## src/rtl/clk_div3_trio.sv

```systemverilog
// clk_div3_trio: divide-by-3 clock generator with 1/3, 2/3 and 50% duty outputs
// All outputs derive from one mod-3 counter, so they stay phase-locked.
module clk_div3_trio (
    input  logic clk,
    input  logic rst_n,
    output logic clk_out_1_3,
    output logic clk_out_2_3,
    output logic clk_out_1_2
);
    logic [1:0] cnt;
    logic       p;
    logic       n;
    always_ff @(posedge clk or negedge rst_n) begin
        if (!rst_n) begin
            cnt         <= 2'd0;
            clk_out_1_3 <= 1'b0;
            clk_out_2_3 <= 1'b0;
            p           <= 1'b0;
        end else begin
            cnt         <= (cnt >= 2'd2) ? 2'd0 : cnt + 2'd1;
            clk_out_1_3 <= cnt == 2'd2;
            clk_out_2_3 <= cnt != 2'd2;
            p           <= cnt == 2'd2;
        end
    end
    // Half-cycle delayed copy of p stretches the pulse to 1.5 cycles
    always_ff @(negedge clk or negedge rst_n) begin
        if (!rst_n) n <= 1'b0;
        else        n <= p;
    end
    assign clk_out_1_2 = p | n;
endmodule

```

## config.mk

```make
export PLATFORM = sky130hd
export DESIGN_NAME = clk_div3_trio
export DESIGN_NICKNAME = d
export VERILOG_FILES = /design/src/rtl/clk_div3_trio.sv
export SDC_FILE = /design/constraint.sdc
export NUM_CORES = 1
export LEC_CHECK = 0
export ABC_AREA = 0
export BUFFER_PORTS_ARGS = -buffer_cell sky130_fd_sc_hd__buf_2
export CAP_MARGIN = 5
export CORE_AREA = 2 2 39 41
export CTS_CLUSTER_DIAMETER = 50
export DETAILED_ROUTE_END_ITERATION = 8
export DIE_AREA = 0 0 41 43
export PLACE_DENSITY = 0.3
export SKIP_LAST_GASP = 1
export SYNTH_ARGS = -nofsm -noshare
export SYNTH_HDL_FRONTEND = slang
export SYNTH_SLANG_ARGS = --single-unit
```

## constraint.sdc

```tcl
create_clock -name clk -period 2 [get_ports clk]
set_input_delay 0 -clock clk [delete_from_list [all_inputs] [get_ports clk]]
set_output_delay 0 -clock clk [all_outputs]
set_load 0.02 [all_outputs]
```

# After elaboration in Yosys (flattened, before gate mapping)
# Index checks and enable logic that the tools add are counted.
[word_totals]
ff_bits = 5
out_inout_bits = 3
wordCells = 10
[op_classes]
addsub = 1
order_cmp = 1
n_eq_ne = 2
mux = 1
n_bitwise = 1
[op_table]
columns = ["op", "n"]
rows = [
  ["$add 2x1->2 const B", 1],
  ["$eq 2x2->1 const B", 1],
  ["$ge 2x2->1 const B", 1],
  ["$mux 2", 1],
  ["$ne 2x2->1 const B", 1],
  ["$or 1x1->1", 1],
]

# Longest topological paths before layout
[logic_depth]
word_depth = 2
ltp_mapped = 1
mapped_depth_nobuf = 1

==> flow_metrics.tcl <==
set metrics [dict create \
    hp-class "input port to async pin" \
    antenna_found_initial 0 \
    drt-total-wl_um 222 \
    power.density_mw_per_mm2 935.5 \
    slew_headroom 0.9250 \
    yosys_warnings 0 \
    rsz0062_at_grt "no" \
    htree_levels 1 \
    ys_seq_area_frac 0.8000 \
    ctsResizeCount 0 \
    synth.distinct_cells 7 \
    cts_sinks 5 \
    crit_path_start_kind "flip-flop" \
    fin_tns_setup_ns 0 \
    postSynthAreaPerCell_um2 15.64 \
    start_util 0.1130 \
    vias 93 \
    grtUsageTotal 0.04036 \
    dieArea_mm2 0.001763 \
    slew_viol_final 0 \
    cts_tree "built" \
    pin_count 5 \
    syn_nets 12 \
    worstPathMaxFanout 1 \
    hold_viol 0 \
    layout.nets 22 \
    crit_type "flip-flop to primary output" \
    max-cap-violations 0 \
    initialDrtViolationCount 0 \
    port_buffers 4 \
    outcome "finished clean" \
    drc 0 \
    finalSetupViolCount 0 \
    clock_latency_ns 0.25 \
    core_area_mm2 0.001384 \
    die_y_um 43 \
    clk_pin_slew_ns 0.04 \
    drtPass1Iterations 1 \
    grt_max_degree 6 \
    grtUsageMet2 0.03438 \
    n_antenna_cell 0 \
    overflow 0 \
    rows 14 \
    reg2reg_slack_ns 0.48 \
    fin_skew_ns 0.01325 \
    critPathRequiredTime_ns 2.00 \
    vias_per_cell 2.657 \
    clock_path_buffers 2 \
    grt.met1_usage 0.03595 \
    root_buffer "clkbuf_4" \
    synthCells 10 \
    whs_ns 0.1092 \
    worstMarginPinSlew_ns 0.1124 \
    cts_buffers 3 \
    grtUsageMet3 0.09424 \
    synth_area_um2 156.4 \
    n_fill_cell 149 \
    power.leakage_uw 0.0001011 \
    critPathCaptureType "primary output" \
    ys_seq_elements 5 \
    grt_pass1_vias 96 \
    ant_nets 0 \
    r2r_start "clk_out_1_3$_DFF_PN0_" \
    rr_worst_depth 0 \
    ir_worst_vdd_uv 319.3 \
    wl_per_cell_um 6.343 \
    die_w_um 41 \
    area_growth_pct 48.80 \
    gr-max-usage-layer "met3" \
    r2r_end "n$_DFF_NN0_" \
    globalplace.congestion 0.5349 \
    drive_gt1_frac 0.4211 \
    worstPathArrival_ns 1.92 \
    grt_pass1_wl_um 358 \
]
synthesized netlist by cell type:
cell	count	area [um2]
dfrtp_1	4	100.1
and2b_2	1	8.760
dfrtn_1	1	25.02
nand2b_1	1	6.260
nor2_1	1	3.750
nor2b_1	1	6.260
or2_1	1	6.260
critical path, stage by stage (launching register included):
cell and delay, ns:
dfrtn_1 0.31, or2_1 0.21, buf_2 0.15
cells by family after synthesis:
logic type       share of synthesized area
AND/OR/NAND/NOR                     0.2001
flip-flops                          0.8000
how the worst max path moves through the flow:
stage / start / endpoint / slack (ns)
after detailed placement: n$_DFF_NN0_ / clk_out_1_2 / 0.33
after CTS: n$_DFF_NN0_ / clk_out_1_2 / 0.06
after floorplan: clk_out_1_3$_DFF_PN0_ / n$_DFF_NN0_ / 0.37
after global placement: n$_DFF_NN0_ / clk_out_1_2 / 0.34
final: n$_DFF_NN0_ / clk_out_1_2 / 0.08
after global routing: n$_DFF_NN0_ / clk_out_1_2 / 0.03
where the power goes:
group,leakage (uW),switching [uW],internal [uW]
Sequential,0.0000559,0,102
Combinational,0.0000302,2.01,1.99
Clock,0.0000150,36.9,75.1
state kept, by name, indices dropped and copies added, names as in the netlist:
register     count
clk_out_1_3      1
n                1
clk_out_2_3      1
cnt              2
area by class of cell:
type | instances | area (um2) | share of cell area
clock buffers | 4 | 26.28 | 0.1129
flip-flops and latches | 5 | 125.1 | 0.5376
repair buffers | 5 | 30.03 | 0.1290
well taps | 16 | 20.02 | 0.08602
multi-input cells | 5 | 31.28 | 0.1344
metal layers:
| metal | wire [um] | vias up | share of wire |
|---|---|---|---|
| li1 | - | 49 | - |
| met1 | 105 | 37 | 0.47 |
| met2 | 67 | 7 | 0.30 |
| met3 | 49 | 0 | 0.22 |
| met4 | 0 | 0 | 0 |
| met5 | 0 | - | 0 |
placed cells by master (no fill, tap or decap):
master,instances
clkbuf_4,3
dlygate4sd3_1,1
dfrtp_1,4
dfrtn_1,1
nor2b_1,1
nand2b_1,1
or2_1,1
buf_2,4
clkbuf_1,1
nor2_1,1
and2b_2,1
stage by stage:
step / total power (uW) / area, um2 / util / setup slack, ns / instances
after floorplan: 103.1 / 156.4 / - / 0.3705 / 10
after global placement: 105.6 / 196.4 / 0.1420 / 0.3363 / 30
after detailed placement: 105.7 / 196.4 / 0.1420 / 0.3298 / 30
after CTS: 224.7 / 232.7 / 0.1682 / 0.05940 / 35
after global routing: 235.4 / 232.7 / 0.1682 / 0.02518 / 35
final: 217.7 / 232.7 / 0.1682 / 0.07504 / 35
what timing repair did:
action                     CTS  global route
setup endpoints to repair    0             0
hold buffers                 1             0
setup buffers                0             0
hold endpoints to repair     4             0
(Power assumes the default switching activity.)
